--- config.mk ---
export PLATFORM = sky130hd
export DESIGN_NAME = fesitel_decrypt
export DESIGN_NICKNAME = d
export VERILOG_FILES = /design/src/rtl/fesitel_decrypt.sv
export SDC_FILE = /design/constraint.sdc
export NUM_CORES = 1
export LEC_CHECK = 0
export CAP_MARGIN = 10
export CELL_PAD_IN_SITES_DETAIL_PLACEMENT = 1
export CELL_PAD_IN_SITES_GLOBAL_PLACEMENT = 2
export CORE_AREA = 4 4 111 113
export CTS_CLUSTER_SIZE = 8
export DETAILED_ROUTE_END_ITERATION = 10
export DIE_AREA = 0 0 115 117
export DONT_BUFFER_PORTS = 1
export HOLD_SLACK_MARGIN = 0.05
export PLACE_DENSITY_LB_ADDON = 0.1
export SKIP_LAST_GASP = 1
export SYNTH_ARGS = -nofsm -noshare
export SYNTH_HDL_FRONTEND = slang
export SYNTH_SLANG_ARGS = --single-unit
--- constraint.sdc ---
create_clock -name clk -period 2.05 [get_ports clk]
set_input_delay 0.41 -clock clk [delete_from_list [all_inputs] [get_ports clk]]
set_output_delay 0.41 -clock clk [all_outputs]
set_load 0.03 [all_outputs]
--- src/rtl/fesitel_decrypt.sv ---
// fesitel_decrypt: iterative 4x16-bit Feistel-style block decryptor, one inverse round per cycle,
// with key whitening on accept and a valid/ready handshake on both sides.
module fesitel_decrypt #(
    parameter int ROUNDS = 8
) (
    input  logic        clk,
    input  logic        rst_n,
    input  logic        in_valid,
    output logic        in_ready,
    input  logic [0:63] ct,
    input  logic [0:31] tt,
    output logic        out_valid,
    input  logic        out_ready,
    output logic [0:63] pt,
    output logic        busy
);
    typedef enum logic [1:0] {IDLE, RUN, DONE} state_t;

    state_t      state, state_nxt;
    logic [4:0]  cnt;
    logic [0:63] st;
    logic [0:63] inv;
    logic        last;

    assign last = cnt == 5'(ROUNDS - 1);
    // {w0,w1,w2,w3} -> {w3, w0^w3, w1, w2^w1}
    assign inv = {st[48:63], st[0:15] ^ st[48:63], st[16:31], st[32:47] ^ st[16:31]};

    assign in_ready  = state == IDLE;
    assign out_valid = state == DONE;
    assign busy      = state != IDLE;
    assign pt        = st;

    always_comb begin
        state_nxt = state;
        if (state == IDLE && in_valid)
            state_nxt = RUN;
        else if (state == RUN && last)
            state_nxt = DONE;
        else if (state == DONE && out_ready)
            state_nxt = IDLE;
    end

    always_ff @(posedge clk or negedge rst_n) begin
        if (!rst_n) begin
            state <= IDLE;
            cnt   <= '0;
            st    <= '0;
        end else begin
            state <= state_nxt;
            if (state == IDLE && in_valid) begin
                st  <= ct ^ {tt, tt};
                cnt <= '0;
            end else if (state == RUN) begin
                st  <= inv;
                cnt <= cnt + 5'd1;
            end
        end
    end
endmodule

# Word-level counts from Yosys, hierarchy flattened
# Cells that the tools add are included.
dict set report totals {
  regBits 71
  in_bits 100
  output_inout_bits 67
  elab_cells 24
}
dict set report op_classes {
  add_sub_neg 1
  eq_ne 3
  muxes 7
  n_bitwise 3
  n_reduce_logical 7
}
# operator count
set ops {}
lappend ops {{two-way mux 64 bit} 2}
lappend ops {{bitwise XOR 64 bit} 1}
lappend ops {{bitwise XOR 16 bit} 2}
lappend ops {{two-way mux 5 bit} 2}
lappend ops {{two-way mux 2 bit} 3}
lappend ops {{adder 5 x 1 -> 5 bit (second input constant)} 1}
lappend ops {{equality test 5 x 3 -> 1 bit (second input constant)} 1}
lappend ops {{nonzero test 2 bit} 2}
lappend ops {{logical AND 1 bit} 3}
lappend ops {{nonzero test 3 bit} 1}
lappend ops {{equality test 2 x 1 -> 1 bit (second input constant)} 1}
lappend ops {{equality test 2 bit (second input constant)} 1}
lappend ops {{zero test 2 bit} 1}

# Longest topological paths before layout
# Gate-level depths: netlist (run 1).
dict set report depth {
  depth_word 5
  ltp_mapped 6
}

# Least setup slack after synthesis (run 1)
# Ideal clock, no wire load.
dict set report synth_timing {
  path_type {flip-flop to output port}
  startpoint {register state[0]}
  endpoint {output busy}
  arrival_ps 1199
  required_ps 1640
  slack_ps 441
  stages_incl_launch_ff 3
  path_buffers 0
  path_cell_list {dfrtp_1 -> nor2_1 -> inv_1}
}
dict set report synth_via {
  elab_chain_cells 1
}
# item line_no
set synth_lines {}
lappend synth_lines {{from (decl)} 19} ;# state_t state, state_nxt;
lappend synth_lines {{from (signal assigned)} 50} ;# state <= state_nxt;
lappend synth_lines {{nonzero test 2 bit} 31} ;# assign busy = state != IDLE;
lappend synth_lines {{to (decl)} 15} ;# output logic busy
# No other way between the ends.

# Worst setup path in the final report (run 1)
dict set report layout_timing {
  startpoint {register state[1]}
  endpoint {output out_valid}
}
dict set report layout_via {
  elab_chain_cells 1
}
# item line_no
set layout_lines {}
lappend layout_lines {{equality test 2 bit} 30} ;# assign out_valid = state == DONE;
lappend layout_lines {{to (decl)} 12} ;# output logic out_valid,
# No other way between the ends.

==> results of run 1 <==
-- through the flow --
stage / power, W / cells / instance area [µm²] / setup WS [ns] / hold slack [ns]
final: 0.00935 / 584 / 4390 / 0.341 / -0.219
after global routing: 0.0102 / 584 / 4390 / 0.221 / -0.244
after CTS: 0.00952 / 584 / 4390 / 0.312 / -0.236
after detailed placement: 0.00798 / 570 / 4110 / 0.353 / 0.116
after global placement: 0.00784 / 570 / 4110 / 0.394 / 0.116
after floorplan: 0.00702 / 450 / 4030 / 0.441 / 0.114
-- synth_stat cells, drive strengths merged --
cell type  instances
nor2b              2
or3b               1
a22o               1
a31oi             32
o21a               1
buf               15
mux2i              2
o22ai             32
a21oi              2
xor2              64
o21ai             34
nand2b             1
inv                2
nand4              3
ha                 1
clkbuf            16
nor2              66
dfrtp             71
nand2             70
xnor2             32
nand3              2
-- cells by family (layout without fill, tap and decap cells) --
group,after synthesis,in the layout,share of synthesized area (%)
buf+inv,33,24,4.94
simple gates,145,145,14.1
xor+xnor,96,96,20.9
flops,71,71,44.1
mux,2,2,0.497
fa+ha+maj,1,1,0.311
compound gates,102,102,15.1
-- cell type report --
cell class,count,area (µm²)
inverter,2,7.51
fill,1332,6930
clock buffer,14,284
sequential,71,1780
timing repair buffer,8,85.1
tap,143,179
multi-input combinational,346,2060
-- where the power goes --
part	total [W]	switching (W)	internal (W)
Sequential	0.00445	0.00228	0.00216
Combinational	0.00341	0.00190	0.00151
Clock	0.00149	0.000555	0.000939
-- worst min-delay path by stage --
stage / from / end / slack (ns) / depth (start not counted)
global placement: rst_n / pt[62] / 0.12 / 0
finish: rst_n / pt[62] / -0.22 / 0
detailed placement: rst_n / pt[62] / 0.12 / 0
global route: rst_n / pt[29] / -0.24 / 0
CTS: rst_n / pt[63] / -0.24 / 0
floorplan: rst_n / cnt[0] / 0.11 / 0
-- registers in the layout (all words and copies together) (netlist names) --
name and count:
pt 64, cnt 5, state 2
-- routing by layer --
metal,part of all wire (%),vias to the layer above,track usage (%)
met5,0,-,0
met4,0.87,0,5.09
met3,6.8,11,4.83
met2,50,96,27.7
met1,42,1556,20.9
li1,-,1482,-
-- cells in the final DEF (no fill, tap or decap) --
| cell | synthesis | layout |
|---|---|---|
| nand2_1 | 70 | 70 |
| nand4_1 | 3 | 3 |
| ha_1 | 1 | 1 |
| o21ai_0 | 33 | 33 |
| clkbuf_16 | 0 | 9 |
| a21oi_1 | 2 | 2 |
| a22o_1 | 1 | 1 |
| nor2b_1 | 2 | 1 |
| nor2_1 | 66 | 66 |
| nor2b_4 | 0 | 1 |
| o21ai_1 | 1 | 1 |
| a31oi_2 | 2 | 2 |
| nand2b_2 | 0 | 1 |
| xor2_1 | 64 | 64 |
| a31oi_1 | 30 | 30 |
| clkbuf_8 | 0 | 4 |
| clkbuf_1 | 15 | 1 |
| nand3_1 | 2 | 2 |
| mux2i_1 | 2 | 2 |
| or3b_4 | 0 | 1 |
| o21a_1 | 1 | 1 |
| xnor2_1 | 32 | 32 |
| dfrtp_1 | 71 | 71 |
| o22ai_1 | 32 | 32 |
| inv_1 | 2 | 2 |
| buf_4 | 2 | 6 |
| buf_12 | 0 | 2 |
==> key figures, run 1 <==
Synthesis
  – Avg Cell Area, Syn: 8.94 µm²
  – Post-synthesis sequential area ratio: 44.1%
  – Synth cell types: 26
  – Post-synth top area cell: dfrtp_1
  – FF+latch count, synth: between 70 and 80
  – Top cell type's share of synthesized area: 44.1%
  – Synthesized instance count: 450
  – Synth area leaders: dfrtp_1 44%, xor2_1 14%, xnor2_1 7.0%
  – Syn_nets: around 550
  – Yosys Warn Count: 0
  – Cell area after synthesis: 4030 µm²

Drt
  – Wire per inst: ~19 µm
  – DRC viols: 0
  – Vias/cell: roughly 5.4
  – Pre-antenna DRT Iters: 4
  – Final ANT Viol Nets: 0
  – Post-Route WL: 11.0 mm
  – Vias: 3145
  – Starting DRC count in detailed routing: 118

Placement
  – HPWL after DPL: around 7.6 mm
  – Final GP Congestion: 0.730
  – Count of input and output buffers: 0

Timing
  – Final count of negative-setup-slack endpoints: 0
  – Final hold violation count: 71
  – RSZ-0062 raised after global routing: no
  – Slew Limit Fails: 0
  – Clk_skew: about 0.0045 ns
  – Crit share post-route: a little over four fifths
  – Minimum clock period: 1.71 ns
  – Fmax: 585 MHz
  – Setup Total Neg Slack: 0 ns
  – Rel. slew slack: 60.9%
  – Min Hold Slack: -0.219 ns
  – Slew @ Worst Pin: 0.586 ns

Worst setup path
  – Startpoint Class: flop
  – Crit. End Element: output pin
  – Worst R2R End: pt[26]
  – Crit path depth: 1
  – Critical path launch point: state[1]
  – CP endpoint: out_valid
  – R2R depth: 4
  – Slowest cell on crit path: nor2b_1
  – Required time of the critical path: ~1.6 ns
  – CP Cell Sequence: nor2b_1
  – Family with the most delay on the worst path: simple AND/OR/NAND/NOR gates
  – CP arrival: 1.30 ns
  – Worst-path fanout max: 6
  – Delay of the slowest critical-path stage: 0.53 ns
  – Crit Reg-Reg Startpoint: state[0]
  – CP Class: flop to output pin
  – Flop-to-flop setup slack: 0.35 ns
  – Sum of buffers and inverters on the critical path: 0

Global routing
  – Initial antenna violation count: 0
  – Vias in the first global route: 3440
  – Largest net degree at the start of global routing: 72
  – Global Route Usage Sum: approximately 17%
  – Grt ovf: 0
  – First-pass GRT wire length: about 18 mm

Cells and area
  – Final Core Density: 38.8%
  – Ant. Diodes: 0
  – Nets: roughly 540
  – Fraction of layout instances using a drive strength above 1: 5.90%
  – Area Growth Syn to Fin: 9.17%

Floorplanning
  – Initial Utilization: around 36%
  – Rows: 39
  – I/O pins: 167
  – Full die area: around 13000 µm²
  – Chip height: 117 µm
  – Core outline area: about 11000 µm²
  – Die Wd: 115 µm

Power and ir drop
  – Pleak: 1.85 nW
  – Peak VDD IR: 1.64 mV
  – Pwr dens: between 2000 and 2500 nW/µm²

CTS
  – PostCTS Resize Cnt: 0
  – CTS tree: yes
  – Clk pin slew, worst setup/hold paths: 0.06 ns
  – Sinks on Clock Net: 71
  – Postcts setup bufs: 0
  – Htree depth: 3
  – Clk root buf: clkbuf_16
  – Clk buf depth: 2
  – CTS buffer count: 9
  – Worst-skew pair later-pin latency: 0.32 ns

Outcome
  – Failing checks: hold timing
  – Status: finished with violations

Min path
  – Worst Hold Class: input pin to async pin

Flow run
  – Max Cap Viol: 0
No activity file was read; power rests on OpenSTA's default activity.
==> inputs of run 2 (changes only) <==
clock period = 1.7 ns   (was 2.05 ns; I/O delays follow)
==> run 2 against run 1 <==
- the flow still finishes with violations (hold timing)
- design area increased by 2.2%
- utilization rose by 0.85 points
- sequential power grew 20%
- first-iteration DRC count is 46% higher
- clock-buffer cell count shrank 1
- die area did not move
- sequential share of layout area is 0.87 points lower
- combinational power increased by 23%
- critical endpoint is now busy
- largest cell class unchanged
- largest power group unchanged
- highest routed layer unchanged
==> key figures, run 2 (synthesis gave the netlist of run 1 again) <==
Global routing
  – First-pass GRT wire length: 16.6 mm (-5.6%)
  – Grt ovf: 0 (unchanged)
  – Vias in the first global route: 3221 (-6.4%)
  – Global Route Usage Sum: 15.7% (-0.86 points)
  – Largest net degree at the start of global routing: 80 (+11%)
  – Initial antenna violation count: 0 (unchanged)

Placement
  – HPWL after DPL: 7.54 mm (-0.75%)
  – Area post-placement: 4150 µm² (+0.97%)
  – Cell total after placement: 572 (+0.35%)
  – Final GP Congestion: 0.722 (-1.1%)
  – Count of input and output buffers: 0 (unchanged)

Floorplanning
  – Die Wd: 115 µm (unchanged)
  – Core outline area: 11300 µm² (unchanged)
  – Rows: 39 (unchanged)
  – Full die area: 13500 µm² (unchanged)
  – Initial Utilization: 35.6% (unchanged)
  – Chip height: 117 µm (unchanged)
  – I/O pins: 167 (unchanged)

Cells and area
  – Area Growth Syn to Fin: 11.6%
  – Commonest non-fill, non-tap cell in the layout: dfrtp_1
  – Cell area after layout: 4490 µm² (+2.2%)
  – Fill count: 1344 (+0.90%)
  – Ant. Diodes: 0 (unchanged)
  – Max reg flops: 64 (unchanged)
  – Most frequent cells in the layout: 71 x dfrtp_1, 70 x nand2_1, 66 x nor2_1
  – Nets: 541 (+0.37%)
  – Fin cells: 588 (+0.68%)
  – Fraction of layout instances using a drive strength above 1: 6.29% (+0.40 points)

Worst setup path
  – R2R depth: 4 (unchanged)
  – CP endpoint: busy
  – Critical path launch point: state[0]
  – CP Class: flop to output pin
  – Startpoint Class: flop
  – Worst-path fanout max: 6 (unchanged)
  – Crit. End Element: output pin
  – Crit Reg-Reg Startpoint: state[1]
  – Worst R2R End: pt[25]
  – Required time of the critical path: 1.36 ns (-0.28 ns)
  – CP arrival: 1.23 ns (-0.07 ns)
  – Flop-to-flop setup slack: 0.20 ns (-0.15 ns)

CTS
  – PostCTS Resize Cnt: 0 (unchanged)
  – Clk root buf: clkbuf_16
  – Worst-skew pair later-pin latency: 0.33 ns (about the same)
  – Clk pin slew, worst setup/hold paths: 0.06 ns (about the same)
  – CTS buffer count: 9 (unchanged)
  – Htree depth: 3 (unchanged)
  – Sinks on Clock Net: 71 (unchanged)
  – Clk buf depth: 2 (unchanged)
  – CTS tree: yes

Drt
  – Vias: 3142 (-0.095%)
  – Post-Route WL: 10.9 mm (-0.81%)
  – DRC viols: 0 (unchanged)
  – Starting DRC count in detailed routing: 172 (+46%)
  – Wire per inst: 18.5 µm (-1.5%)
  – Final ANT Viol Nets: 0 (unchanged)
  – Pre-antenna DRT Iters: 4 (unchanged)
  – Vias/cell: 5.34 (-0.78%)

Timing
  – Fmax: 636 MHz
  – Rel. slew slack: 70.5% (+9.6 points)
  – Min Hold Slack: -0.297 ns (-0.0787 ns)
  – Final count of negative-setup-slack endpoints: 0 (unchanged)
  – Minimum clock period: approximately 1.6 ns
  – Slew Limit Fails: 0 (unchanged)
  – RSZ-0062 raised after global routing: no
  – Final hold violation count: 71 (unchanged)
  – Setup Total Neg Slack: 0 ns (unchanged)
  – Slew @ Worst Pin: 0.442 ns (-0.143 ns)
  – Crit share post-route: 92.5%
  – Clk_skew: 0.00796 ns (+0.00350 ns)

Power and ir drop
  – Pwr dens: 2610 nW/µm² (+23%)
  – Pleak: 1.90 nW (+2.4%)
  – Peak VDD IR: 1.17 mV (-29%)

Outcome
  – Failing checks: hold timing
  – Status: finished with violations

Min path
  – Worst Hold Class: input pin to async pin

Flow run
  – Max Cap Viol: 0 (unchanged)
[run 2: cell count changes in the layout (fill, tap and decap cells not counted), sizes merged]
cell,delta
clkbuf,-1
bufinv,+3
buf,+2
[run 2: through the flow]
stage / hold WS (ns) / power [W] / setup WS [ns] / util [%]
after floorplan: 0.0444 / 0.00846 / 0.161 / -
after global routing: -0.318 / 0.0126 / 0.0348 / 39.7
after CTS: -0.311 / 0.0119 / 0.116 / 39.7
after global placement: 0.0465 / 0.00951 / 0.261 / 36.7
after detailed placement: 0.0462 / 0.00971 / 0.212 / 36.7
final: -0.297 / 0.0117 / 0.127 / 39.7
[run 2: critical path, stage by stage, from the launching register on]
cell and delay, ns:
dfrtp_1 0.38, buf_4 0.16, nor2_1 0.15, inv_1 0.06
buf_4 0.16
[run 2: per-layer routing]
layer / up-vias / part of all wire, % / track usage (%)
met3: 11 / 6.8 / 4.11
li1: 1488 / - / -
met4: 0 / 1.3 / 5.63
met5: - / 0 / 0
met2: 97 / 49 / 25.7
met1: 1546 / 43 / 20.2
[run 2: power breakdown]
group / switching (W) / leakage [nW] / internal (W)
clock network: 0.000701 / 0.164 / 0.00148
logic: 0.00230 / 0.906 / 0.00190
registers: 0.00275 / 0.829 / 0.00261
total: 0.00576 / 1.90 / 0.00598
[run 2: area by class of cell]
type                       count  area [µm²]  area share, %
clock buffer                  13         250           5.57
clock inverter                 3        90.1           2.01
inverter                       2        7.51          0.167
multi-input combinational    346        2060           45.9
sequential                    71        1780           39.6
tap                          143         179           3.98
timing repair buffer          10         125           2.79
[run 2: how the worst min path moves through the flow]
stage	from	to	slack, ns	cells past startpoint
6_report	rst_n	pt[30]	-0.30	0
5_1_grt	rst_n	pt[30]	-0.32	0
4_1_cts	rst_n	pt[30]	-0.31	0
3_5_place_dp	rst_n	pt[30]	0.05	0
3_3_place_gp	rst_n	pt[14]	0.05	0
2_1_floorplan	rst_n	cnt[0]	0.04	0
[run 2: timing repair]
action                                  CTS  global route
endpoints found under the setup margin    0             0
buffers inserted                          0             0
endpoints found under the hold margin    71            71
==> inputs of run 3 (changes only) <==
CORE_AREA = 2 2 109 111   (was 4 4 111 113)
DIE_AREA = 0 0 111 113   (was 0 0 115 117)
==> run 3 against run 2 <==
- the flow still finishes with violations (hold timing)
- design area is 1.1% lower
- total power shrank 2.8%
- first-iteration DRC count is 8.1% lower
==> key figures, run 3 (synthesis gave the netlist of run 1 again) <==
Outcome
  – Status: finished with violations
  – Failing checks: hold timing

Floorplanning
  – Initial Utilization: 35.7% (+0.15 points)
  – Core outline area: 11300 µm² (-0.43%)
  – Full die area: 12500 µm² (-6.8%)
  – Rows: 39 (unchanged)
  – Die Wd: 111 µm (-3.5%)
  – Chip height: 113 µm (-3.4%)
  – I/O pins: 167 (unchanged)

CTS
  – Clk root buf: clkbuf_16
  – Worst-skew pair later-pin latency: 0.34 ns (about the same)
  – CTS buffer count: 9 (unchanged)
  – Sinks on Clock Net: 71 (unchanged)
  – Clk buf depth: 2 (unchanged)
  – Htree depth: 3 (unchanged)
  – CTS tree: yes
  – Clk pin slew, worst setup/hold paths: 0.06 ns (about the same)
  – Postcts setup bufs: 0 (unchanged)

Worst setup path
  – Worst-path fanout max: 67 (+61)
  – R2R depth: 4 (unchanged)
  – Crit Reg-Reg Startpoint: state[0]
  – Crit. End Element: flop
  – Family with the most delay on the worst path: simple AND/OR/NAND/NOR gates
  – CP arrival: 1.78 ns (+0.55 ns)
  – Sum of buffers and inverters on the critical path: 1 (-2)
  – Required time of the critical path: 1.90 ns (+0.54 ns)
  – CP Class: flop to flop
  – Slowest cell on crit path: or3b_4
  – Flop-to-flop setup slack: 0.13 ns (-0.07 ns)
  – Delay of the slowest critical-path stage: 0.49 ns (+0.11 ns)
  – Worst R2R End: pt[58]
  – CP Cell Sequence: or3b_4 > buf_16 > o21ai_0 > o22ai_1
  – Startpoint Class: flop

Placement
  – Cell total after placement: 572 (unchanged)
  – Count of input and output buffers: 0 (unchanged)
  – HPWL after DPL: 7.04 mm (-6.6%)
  – Final GP Congestion: 0.764 (+5.8%)

Cells and area
  – Max reg flops: 64 (unchanged)
  – Fraction of layout instances using a drive strength above 1: 6.05% (-0.24 points)
  – Area Growth Syn to Fin: 10.4%
  – Fill count: 1334 (-0.74%)
  – Fin cells: 589 (+0.17%)
  – Nets: 542 (+0.18%)
  – Most frequent cells in the layout: 71 x dfrtp_1, 70 x nand2_1, 66 x nor2_1
  – Commonest non-fill, non-tap cell in the layout: dfrtp_1
  – Ant. Diodes: 0 (unchanged)

Timing
  – Min Hold Slack: -0.303 ns (-0.00581 ns)
  – Slew Limit Fails: 0 (unchanged)
  – Slew @ Worst Pin: 0.446 ns (+0.00346 ns)
  – Setup Total Neg Slack: 0 ns (unchanged)
  – Clk_skew: 0.00511 ns (-0.00284 ns)
  – Crit share post-route: 92.5% (about the same)
  – Fmax: 636 MHz (about the same)
  – Final hold violation count: 71 (unchanged)
  – Minimum clock period: 1.57 ns (-0.000296 ns)
  – Rel. slew slack: 70.3% (-0.23 points)
  – RSZ-0062 raised after global routing: no
  – Final count of negative-setup-slack endpoints: 0 (unchanged)

Global routing
  – Initial antenna violation count: 0 (unchanged)
  – Grt ovf: 0 (unchanged)
  – Vias in the first global route: 3251 (+0.93%)
  – First-pass GRT wire length: 17.1 mm (+2.7%)
  – Largest net degree at the start of global routing: 134 (+68%)
  – Global Route Usage Sum: 17.1% (+1.4 points)

Drt
  – DRC viols: 0 (unchanged)
  – Vias/cell: 5.50 (+3.0%)
  – Pre-antenna DRT Iters: 4 (unchanged)
  – Starting DRC count in detailed routing: 158 (-8.1%)
  – Wire per inst: 18.9 µm (+2.1%)
  – Post-Route WL: 11.1 mm (+2.3%)
  – Vias: 3241 (+3.2%)
  – Final ANT Viol Nets: 0 (unchanged)

Power and ir drop
  – Pwr dens: 2570 nW/µm² (-1.8%)
  – Peak VDD IR: 1.06 mV (-8.7%)
  – Pleak: 1.88 nW (-1.2%)

Min path
  – Worst Hold Class: input pin to async pin

Flow run
  – Max Cap Viol: 0 (unchanged)
run 3: area by class of cell:
cell class | instances | area [µm²] | area share, %
Clock buffer | 16 | 272 | 6.11
Tap cell | 143 | 179 | 4.03
Sequential cell | 71 | 1780 | 40.0
Multi-Input combinational cell | 346 | 2060 | 46.4
Timing Repair Buffer | 11 | 145 | 3.27
Inverter | 2 | 7.51 | 0.169
run 3: worst max-delay path by stage:
stage / start / to / slack, ns / cells after the start
finish: state[0] / pt[58] / 0.13 / 4
global route: state[0] / pt[37] / 0.02 / 4
CTS: state[0] / pt[58] / 0.11 / 4
detailed placement: state[0] / pt[7] / 0.11 / 4
global placement: state[0] / pt[63] / 0.18 / 4
floorplan: state[0] / busy / 0.16 / 2
run 3: what timing repair did:
item,4_1_cts,5_1_grt
endpoints found under the hold margin,71,71
setup endpoints to repair,0,33
resized for setup,0,1
run 3: per-layer routing:
metal / global-route usage, % / share of wire, % / vias to the layer above
li1: - / - / 1491
met1: 21.4 / 42 / 1638
met2: 27.2 / 48 / 100
met3: 5.78 / 7.7 / 12
met4: 7.25 / 1.8 / 0
met5: 0 / 0 / -
run 3: metrics by stage:
| step | setup slack [ns] | hold slack [ns] | util, % | area, µm² | power, W |
|---|---|---|---|---|---|
| global placement | 0.176 | 0.0463 | 36.7 | 4140 | 0.00949 |
| global route | 0.0238 | -0.319 | 39.4 | 4440 | 0.0124 |
| detailed placement | 0.113 | 0.0463 | 36.7 | 4140 | 0.00969 |
| finish | 0.127 | -0.303 | 39.4 | 4440 | 0.0114 |
| CTS | 0.110 | -0.318 | 39.1 | 4410 | 0.0115 |
| floorplan | 0.161 | 0.0444 | - | 4030 | 0.00846 |
run 3: power breakdown:
part,internal [W],switching (W),total (W)
registers,0.00261,0.00274,0.00535
logic,0.00194,0.00236,0.00429
clock network,0.00107,0.000691,0.00176
total,0.00562,0.00579,0.0114
